[src/rtl/main_file.sv]
// main_file: four-contestant quiz buzzer controller.
// Latches the first answering contestant, runs a keypad-preset countdown,
// keeps saturating 0..9 scores and drives an 8-digit multiplexed display.
// Optional feature: define FOUL_DETECT_EN to flag presses made while idle.
module main_file #(
    parameter int CLK_HZ    = 100_000_000,
    parameter int FAST_TICK = 4,
    parameter int SCAN_DIV  = 2
) (
    input  logic       clk,
    input  logic       rst_n,
    input  logic       begining,
    input  logic       count_down,
    input  logic       time_select,
    input  logic       Yes,
    input  logic       No,
    input  logic [3:0] row,
    input  logic [3:0] answer,
    input  logic       select1,
    input  logic       select2,
    output logic [3:0] col,
    output logic [7:0] seg_out,
    output logic [7:0] seg_en,
    output logic [3:0] answer_led,
    output logic       alarm
);

    typedef enum logic [1:0] {IDLE, ARMED, LOCKED, TIMEOUT} state_t;

    localparam logic [1:0] MODE_SETUP = 2'b00;
    localparam logic [1:0] MODE_QUIZ  = 2'b01;
    localparam logic [1:0] MODE_SCORE = 2'b10;
    localparam logic [1:0] MODE_CLEAR = 2'b11;

    // Lowest set bit index; used for both winner and keypad row decode.
    function automatic logic [1:0] lowest(input logic [3:0] v);
        lowest = 2'd0;
        for (int i = 3; i >= 0; i--) if (v[i]) lowest = 2'(i);
    endfunction

    function automatic logic [6:0] seg7(input logic [3:0] d);
        case (d)
            4'd0: seg7 = 7'h3F;  4'd1: seg7 = 7'h06;
            4'd2: seg7 = 7'h5B;  4'd3: seg7 = 7'h4F;
            4'd4: seg7 = 7'h66;  4'd5: seg7 = 7'h6D;
            4'd6: seg7 = 7'h7D;  4'd7: seg7 = 7'h07;
            4'd8: seg7 = 7'h7F;  4'd9: seg7 = 7'h6F;
            default: seg7 = 7'h00;
        endcase
    endfunction

    logic       begining_q, begining_d, count_down_q, time_select_q, time_select_d;
    logic       yes_q, yes_d, no_q, no_d, disp_on;
    logic [3:0] row_q, answer_q;
    logic [1:0] mode_q;
    logic       beg_rise, yes_rise, no_rise;

    // Single register stage on every input, plus a delayed copy for edge detection.
    always_ff @(posedge clk or negedge rst_n) begin
        if (!rst_n) begin
            begining_q <= 1'b0; begining_d <= 1'b0; count_down_q <= 1'b0;
            time_select_q <= 1'b0; time_select_d <= 1'b0;
            yes_q <= 1'b0; yes_d <= 1'b0; no_q <= 1'b0; no_d <= 1'b0;
            row_q <= 4'd0; answer_q <= 4'd0; mode_q <= MODE_SETUP; disp_on <= 1'b0;
        end else begin
            // NOTE: non-blocking so every flop samples pre-edge values; blocking here would collapse the delay chain.
            begining_q <= begining;       begining_d <= begining_q;
            count_down_q <= count_down;
            time_select_q <= time_select; time_select_d <= time_select_q;
            yes_q <= Yes;                 yes_d <= yes_q;
            no_q <= No;                   no_d <= no_q;
            row_q <= row; answer_q <= answer; mode_q <= {select1, select2};
            disp_on <= 1'b1;
        end
    end

    assign beg_rise = begining_q & ~begining_d;
    assign yes_rise = yes_q & ~yes_d;
    assign no_rise  = no_q & ~no_d;

    logic [31:0] tick_cnt, tick_period;
    logic        tick;
    assign tick_period = time_select_q ? 32'(CLK_HZ) : 32'(FAST_TICK);
    assign tick        = (tick_cnt == tick_period - 32'd1);

    // Free-running countdown tick; restarts whenever the tick source changes.
    always_ff @(posedge clk or negedge rst_n) begin
        if (!rst_n)                              tick_cnt <= 32'd0;
        else if (time_select_q != time_select_d) tick_cnt <= 32'd0;
        else if (tick)                           tick_cnt <= 32'd0;
        else                                     tick_cnt <= tick_cnt + 32'd1;
    end

    logic [15:0] scan_cnt;
    logic [2:0]  digit_pos;
    logic        step;
    assign step   = (scan_cnt == 16'(SCAN_DIV - 1));
    assign seg_en = 8'b0000_0001 << digit_pos;
    assign col    = 4'b0001 << digit_pos[1:0];

    // Shared scan position: display digit and keypad column advance together.
    always_ff @(posedge clk or negedge rst_n) begin
        if (!rst_n) begin
            scan_cnt <= 16'd0; digit_pos <= 3'd0;
        end else if (step) begin
            scan_cnt <= 16'd0; digit_pos <= digit_pos + 3'd1;
        end else begin
            scan_cnt <= scan_cnt + 16'd1;
        end
    end

    logic [6:0] preset;
    logic       key_lock;
    logic [1:0] release_cnt;
    logic [3:0] key_code;
    // row_q was captured while the current column was driven, so column index is digit_pos.
    assign key_code = {lowest(row_q), digit_pos[1:0]};

    // Keypad capture: one key per press, re-armed after a full scan with no rows active.
    always_ff @(posedge clk or negedge rst_n) begin
        if (!rst_n) begin
            preset <= 7'd10; key_lock <= 1'b0; release_cnt <= 2'd0;
        end else if (step) begin
            if (row_q != 4'd0) begin
                release_cnt <= 2'd0;
                if (!key_lock) begin
                    key_lock <= 1'b1;
                    if (mode_q == MODE_SETUP && key_code <= 4'd9)
                        preset <= 7'((preset % 7'd10) * 7'd10 + {3'b000, key_code});
                end
            end else if (key_lock) begin
                if (release_cnt == 2'd3) begin
                    key_lock <= 1'b0; release_cnt <= 2'd0;
                end else begin
                    release_cnt <= release_cnt + 2'd1;
                end
            end
        end
    end

    state_t     state;
    logic [6:0] timer;
    logic [1:0] winner;
    logic [3:0] score [4];
`ifdef FOUL_DETECT_EN
    logic       foul;
    logic [1:0] foul_who;
`endif

    // Round FSM with timer, scores and registered indicator outputs.
    always_ff @(posedge clk or negedge rst_n) begin
        if (!rst_n) begin
            state <= IDLE; timer <= 7'd10; winner <= 2'd0;
            answer_led <= 4'd0; alarm <= 1'b0;
            // NOTE: the four score registers are reset explicitly; they are visible state, not scratch storage.
            for (int i = 0; i < 4; i++) score[i] <= 4'd0;
`ifdef FOUL_DETECT_EN
            foul <= 1'b0; foul_who <= 2'd0;
`endif
        end else begin
`ifdef FOUL_DETECT_EN
            answer_led <= foul ? (4'b0001 << foul_who)
                        : (state == LOCKED) ? (4'b0001 << winner) : 4'd0;
            alarm      <= foul || (state == TIMEOUT);
`else
            answer_led <= (state == LOCKED) ? (4'b0001 << winner) : 4'd0;
            alarm      <= (state == TIMEOUT);
`endif
            if (mode_q == MODE_CLEAR)
                for (int i = 0; i < 4; i++) score[i] <= 4'd0;

            if (mode_q != MODE_QUIZ) begin
                state <= IDLE;
`ifdef FOUL_DETECT_EN
                foul <= 1'b0;
`endif
            end else begin
                case (state)
                    IDLE: begin
                        if (beg_rise) begin
                            state <= ARMED; timer <= preset;
`ifdef FOUL_DETECT_EN
                            foul <= 1'b0;
`endif
                        end
`ifdef FOUL_DETECT_EN
                        else if (!foul && answer_q != 4'd0) begin
                            foul <= 1'b1; foul_who <= lowest(answer_q);
                        end
`endif
                    end
                    ARMED: begin
                        if (answer_q != 4'd0) begin
                            state <= LOCKED; winner <= lowest(answer_q);
                        end else if (timer == 7'd0) begin
                            state <= TIMEOUT;
                        end else if (tick && count_down_q) begin
                            timer <= timer - 7'd1;
                        end
                    end
                    LOCKED: begin
                        if (yes_rise) begin
                            if (score[winner] != 4'd9) score[winner] <= score[winner] + 4'd1;
                            state <= IDLE;
                        end else if (no_rise) begin
                            if (score[winner] != 4'd0) score[winner] <= score[winner] - 4'd1;
                            state <= IDLE;
                        end
                    end
                    TIMEOUT: begin
                        if (beg_rise) begin
                            state <= ARMED; timer <= preset;
                        end
                    end
                    default: state <= IDLE;
                endcase
            end
        end
    end

    logic [3:0] digit_val;
    logic       digit_blank;

    // Pick the value for the currently enabled digit according to the mode.
    always_comb begin
        // NOTE: defaults first so every path assigns; a missed branch would otherwise infer a latch.
        digit_val   = 4'd0;
        digit_blank = 1'b1;
        case (mode_q)
            MODE_SETUP: begin
                if (digit_pos == 3'd0) begin
                    digit_val = 4'(preset % 7'd10); digit_blank = 1'b0;
                end else if (digit_pos == 3'd1) begin
                    digit_val = 4'(preset / 7'd10); digit_blank = 1'b0;
                end
            end
            MODE_QUIZ: begin
                case (digit_pos)
                    3'd7: begin digit_val = 4'(timer / 7'd10); digit_blank = 1'b0; end
                    3'd6: begin digit_val = 4'(timer % 7'd10); digit_blank = 1'b0; end
                    3'd4: if (state == LOCKED) begin
                        digit_val = {2'b00, winner} + 4'd1; digit_blank = 1'b0;
                    end
                    3'd0, 3'd1, 3'd2, 3'd3: begin
                        digit_val = score[digit_pos[1:0]]; digit_blank = 1'b0;
                    end
                    default: ;
                endcase
            end
            MODE_SCORE: begin
                if (!digit_pos[2]) begin
                    digit_val = score[digit_pos[1:0]]; digit_blank = 1'b0;
                end
            end
            default: ;
        endcase
    end

    // Display stays dark until the mode input has been sampled once after reset.
    assign seg_out = (disp_on && !digit_blank) ? {1'b0, seg7(digit_val)} : 8'd0;

endmodule

[config.mk]
export PLATFORM = sky130hd
export DESIGN_NAME = main_file
export DESIGN_NICKNAME = d
export VERILOG_FILES = /design/src/rtl/main_file.sv
export SDC_FILE = /design/constraint.sdc
export NUM_CORES = 1
export LEC_CHECK = 0
export CORE_MARGIN = 2
export CORE_UTILIZATION = 55
export CTS_CLUSTER_DIAMETER = 80
export DETAILED_ROUTE_END_ITERATION = 8
export PLACE_DENSITY_LB_ADDON = 0.08
export SETUP_SLACK_MARGIN = 0.15
export SLEW_MARGIN = 20
export SYNTH_ARGS = -nofsm -noshare
export SYNTH_HDL_FRONTEND = slang
export SYNTH_SLANG_ARGS = --single-unit
export TNS_END_PERCENT = 20
[constraint.sdc]
create_clock -name clk -period 4.7 [get_ports clk]
set_input_delay 1.41 -clock clk [delete_from_list [all_inputs] [get_ports clk]]
set_output_delay 1.41 -clock clk [all_outputs]
set_load 0.01 [all_outputs]
---- Yosys cells after proc, flatten, opt, wreduce, memory -nomap -nowiden ----
Memories as Yosys holds them, arrays and structs flattened.
Cells that the tools add are included.
cells by class
  $add $sub $neg .......................... 10
  $mul .................................... 1
  divide/modulo/power cells ............... 4
  order comparisons ....................... 4
  equality and inequality tests ........... 25
  shift-type cells ........................ 3
  multiplexer cells ....................... 61
  bitwise logic cells ..................... 10
  reduce and logical (&&, ||, !) cells .... 22
operators with widths
  operator                                                                count
  16-bit 2-to-1 mux                                                       8
  32-bit 2-to-1 mux                                                       2
  4-bit 2-to-1 mux                                                        9
  7-bit 2-to-1 mux                                                        5
  2-bit 2-to-1 mux                                                        17
  32-bit by 1-bit adder with 32-bit output, second input constant         1
  16-bit bitwise mux                                                      2
  32-bit equality test                                                    1
  27-bit by 1-bit subtractor with 28-bit output, second input constant    1
  27-bit 2-to-1 mux                                                       1
  16-bit by 1-bit adder with 16-bit output, second input constant         1
  4-bit binary-select mux with 2-bit select                               2
  16-bit by 1-bit equality test with 1-bit output, second input constant  1
  4-bit one-hot mux with 4 select lines                                   1
  7-bit by 4-bit divider with 7-bit output, second input constant         2
  7-bit by 4-bit remainder unit with 7-bit output, second input constant  2
  7-bit one-hot mux with 2 select lines                                   1
  4-bit != test, second input constant                                    3
  4-bit one-hot mux with 3 select lines                                   1
  4-bit nonzero test                                                      3
  2-bit equality test, second input constant                              5
  3-bit equality test, second input constant                              3
  4-bit demux with 2-bit select                                           1
  1-bit by 2-bit << shifter with 4-bit output, first input constant       2
  40 further kinds                                                        65
storage, ports and cells
  register bits ........................... 113
  bits in latches ......................... 0
  memory bits (writable) .................. 0
  memory bits (read-only) ................. 112
  input port bits ......................... 17
  output and inout bits ................... 25
  word-level logic and storage cells ...... 169
  memories ................................ 1
memory list
  memory           depth  bits a word  read ports  clocked after Yosys merged registers in  write ports  line  text
  (no name shown)  16     7            1           0                                        0            42    case (d)

---- Depth between registers and ports, before layout ----
  word-level depth ........................ 11
  depth in mapped cells ................... 19
  gate-level depth less buffers ........... 18

---- Least setup slack after synthesis ----
No wires, ideal clock.
  path kind ............................... register to output
  from .................................... reg preset[6]
  to ...................................... out seg_out[6]
  arrival time ............................ 3487 ps
  required time ........................... 3290 ps
  path slack .............................. -197 ps
  cell stages (with the launch flop) ...... 17
  buffers on the path ..................... 2
  cells stage by stage .................... dfrtp_1 buf_2 buf_2 xnor2_1 nor2_1 nor3_1 ha_1 nor3_1 o31ai_1 nand4_2 xnor2_1 a21o_1 nor2_1 inv_1 ha_1 or3_1 a31oi_1
between the ends
  longest elaborated chain between the ends .. 6
  elaborated cells on any way between the ends .. 7
  those cells by class .................... div: 2; mux: 4; memory: 1
ends and longest elaborated chain
  item                                      line  text
  start: declaration                        112   logic [6:0] preset;
  start signal: assignment                  129   preset <= 7'((preset % 7'd10) * 7'd10 + {3'b000, key_code});
  7-bit by 4-bit divider with 7-bit output  234   digit_val = 4'(preset / 7'd10); digit_blank = 1'b0;
  4-bit 2-to-1 mux                          233   end else if (digit_pos == 3'd1) begin
  4-bit 2-to-1 mux *                        231   if (digit_pos == 3'd0) begin
  4-bit one-hot mux with 3 select lines *   229   case (mode_q)
  memory read 16 x 7 bit *                  -
  7-bit 2-to-1 mux *                        260   assign seg_out = (disp_on && !digit_blank) ? {1'b0, seg7(digit_val)} : 8'd0;
  end: declaration                          22    output logic [7:0] seg_out,
Every way passes the cells marked *; elsewhere a longest branch is shown, timed or not.

---- Worst setup path in the final report ----
  from .................................... reg preset[3]
  to ...................................... out seg_out[6]
Same word-level chain as after synthesis.

==> metrics.md <==
| Metric | Value |
|---|---|
| Outcome | complete, but fails checks |
| Failing checks | setup timing |
| CTS buffer count | 17 |
| FMAX | 201 MHz |
| Routing usage on met3 | 5.78% |
| Fillers | 1046 |
| Maximum vdd ir drop | 0.302 mV |
| Crit path time final | 4.97 ns |
| Vias per inst | 5.90 |
| R2r worst-path depth | 22 |
| Routed WL per cell | 17.1 um |
| Core area | 0.0133 mm2 |
| Met2 Resource Use GR | 45.0% |
| Worst Hold Depth | 0 |
| PwrDens | 399 mW/mm2 |
| Critical Path RT | 3.29 ns |
| RSZ-0062 raised after global routing | yes |
| Inserted Diodes | 0 |
| Hold path startpoint | begining_q |
| M1 GR Usage | 38.3% |
| Fin Setup TNS | -1.54 ns |
| Period utilisation layout | 106% |
| Vias in the first global route | 6593 |
| Crit path launch | preset[3] |
| FF+latch count, synth | 113 |
| Most common cell after layout, fill and taps aside | dfrtp_1 |
| Critical path fanouts, max | 5 |
| Data arrival time of the critical path | 3.56 ns |
| Final #Nets | 1002 |
| Post-DP Area | 0.00860 mm2 |
| Busiest layer in global routing | met2 |
| Post-Route WL | 19.5 mm |
| Clk_skew | 0.00751 ns |
| Final setup fails | 7 |
| Post-synthesis net count | 899 |
| Sequential-to-total area share from yosys stat | 37.7% |
| CTS root buf | clkbuf_16 |
| CP most frequent cell | ha_2 |
| Gpl congestion | 0.885 |
| Post-synth EDFFs | 0 |
| Pin count of the biggest net entering global routing | 67 |
| Critical path launch point type | register |
| Layout cell share with drive strength beyond 1 | 19.0% |
| Worst min-delay path category | reg -> reg |
| Slew HR | 31.5% |
| Final core occ | 69.6% |
| Synth Instances | 844 |
| CTS H-tree lvls | 4 |
| Worst-Skew Late Latency | 0.42 ns |
| Antenna violations before repair | 0 |
| I/O Buffers | 40 |
| Reg2reg setup slack | 0.51 ns |
| Gr usage total | 28.0% |
| Iteration-0 DRC Markers | 542 |
| Drt drc | 0 |
| Async SR Flop Fraction | 100% |
| Worst Hold Path EP | begining_d |
| Synth warn | 0 |
| Final Hold Fails | 0 |
| CTS tree | built |
| Post-DP HPWL | 14.4 mm |
| Clock sinks | 113 |
| Crit Path Class | reg -> out |
| Mapped Area | 0.00751 mm2 |
| Clock slew at reported path FFs | 0.06 ns |
| Ys flop type | dfrtp_1 |
| Most frequent cells in the layout | dfrtp_1, nand2_1, buf_4 |
| Lkg Pwr | 4.10 nW |
| R2r startpoint | preset[3] |
| Area growth syn-to-layout | 23.3% |
| Delay of the slowest critical-path stage | 0.54 ns |
| Grt total ovfl | 0 |
| Die H | 121 um |
| Max-cap violations | 0 |
| Site row count | 42 |
| Yosys cell types | 84 |
| Worst-Margin Slew | 1.02 ns |
| Worst Slack Setup Final | -0.272 ns |
| Die width | 121 um |
| Ports | 42 |
| Clock buffer depth | 2 |
| Mapped Avg Cell Area | 8.90 um2 |
| Via count | 6700 |
| Final Instance Area | 0.00926 mm2 |
| Final Max Slew Viols | 0 |
| Reg-to-Reg End | preset[6] |
| CP Capture Type | primary output |
| Cell Chain, Critical Path | nor2b_2 -> xnor2_1 -> nor2_1 -> nor3_2 -> ha_2 -> buf_4 -> nand2_1 -> a21oi_2 -> nand4_4 -> xnor2_2 -> a21o_1 -> nor2_2 -> inv_2 -> ha_2 -> or3_4 -> a31oi_4 -> buf_2 |
| Die area | 0.0146 mm2 |
| Critical-path top delay cell | dfstp_2 |
| Final ANT Viol Nets | 0 |
| Global-route wire length before repair | 32.4 mm |
| Initial DRT Pass Iterations | 5 |
| Starting Density | 56.5% |
## metal layers
metal | wire length (um) | vias up
met5 | 0 | -
met4 | 365 | 0
met3 | 972 | 32
met2 | 9470 | 189
met1 | 8670 | 3271
li1 | - | 3208
## per-stage QoR
| step | setup WS (ns) | cells | hold slack, ns | power [mW] |
|---|---|---|---|---|
| 4_1_cts | -0.349 | 1136 | 0.381 | 3.68 |
| 2_1_floorplan | 0.0923 | 844 | 0.352 | 1.90 |
| 3_5_place_dp | -0.330 | 1101 | 0.369 | 2.38 |
| 6_report | -0.272 | 1136 | 0.384 | 3.70 |
| 5_1_grt | -0.472 | 1136 | 0.393 | 3.88 |
| 3_3_place_gp | -0.265 | 1101 | 0.367 | 2.34 |
## kinds of logic after synthesis
logic type,share of synthesized area [%]
fa+ha+maj,6.80
xor+xnor,7.35
simple gates,22.9
mux,3.61
other cells,0.100
flops,37.7
buf+inv,4.53
compound gates,17.0
## worst max-delay path, delay by kind of cell (launching register included)
kind	cells	cell delay (ns)
adders and majority gates	2	0.41
AOI/OAI and AO/OA	3	0.52
xor gates and xnor gates	2	0.32
buffers and inverters	3	0.33
and+or+nand+nor	7	1.02
DFF	1	0.54
## area by class of cell
type | count | area, um2 | area share [%]
tap | 176 | 220 | 2.38
multi-input combinational | 653 | 4440 | 48.0
clock buffer | 19 | 443 | 4.78
timing repair buffer | 129 | 1040 | 11.3
sequential | 113 | 2830 | 30.6
clock inverter | 13 | 151 | 1.63
inverter | 33 | 124 | 1.34
## synth_stat cells (11+ instances only)
library cell	n	area [um2]
nand2_1	88	330
nand4_1	13	81.3
nand2b_1	19	119
a21oi_1	45	225
ha_1	36	450
dfrtp_1	109	2730
clkbuf_1	23	86.3
nor3_1	18	90.1
buf_2	16	80.1
nor2b_1	17	106
and2_1	11	68.8
o211ai_1	13	97.6
and3_1	15	93.8
o21ai_0	42	210
inv_1	32	120
nor4_1	13	81.3
xnor2_1	28	245
nor2_1	87	327
xor2_1	35	307
nand3_1	30	150
## report_power, final
group	internal [mW]	switching (mW)	total [mW]	leakage [nW]
Sequential	1.05	0.0770	1.13	1.49
Clock	0.803	0.492	1.29	0.278
Combinational	0.574	0.702	1.28	2.33
Total	2.42	1.27	3.70	4.10
## flip-flops by register name, summed over array words and instances, names as in the netlist, 2 cells and up
name         cells
tick_cnt        32
preset           7
scan_cnt        16
digit_pos        3
state            2
score           16
answer_q         4
row_q            4
winner           2
answer_led       4
timer            7
release_cnt      2
mode_q           2
## timing repair
action,CTS,global route
hold buffers,0,0
endpoints found under the setup margin,7,8
pin swaps,9,11
cloned,0,0
setup buffers,3,0
gates resized for setup,31,11
## how the worst max path moves through the flow
stage	end	slack, ns	cells past startpoint
floorplan	seg_out[6]	0.09	15
global placement	seg_out[6]	-0.26	15
detailed placement	seg_out[6]	-0.33	16
CTS	seg_out[3]	-0.35	17
global route	seg_out[6]	-0.47	16
finish	seg_out[6]	-0.27	17
Power figures use the tool's default switching activity.
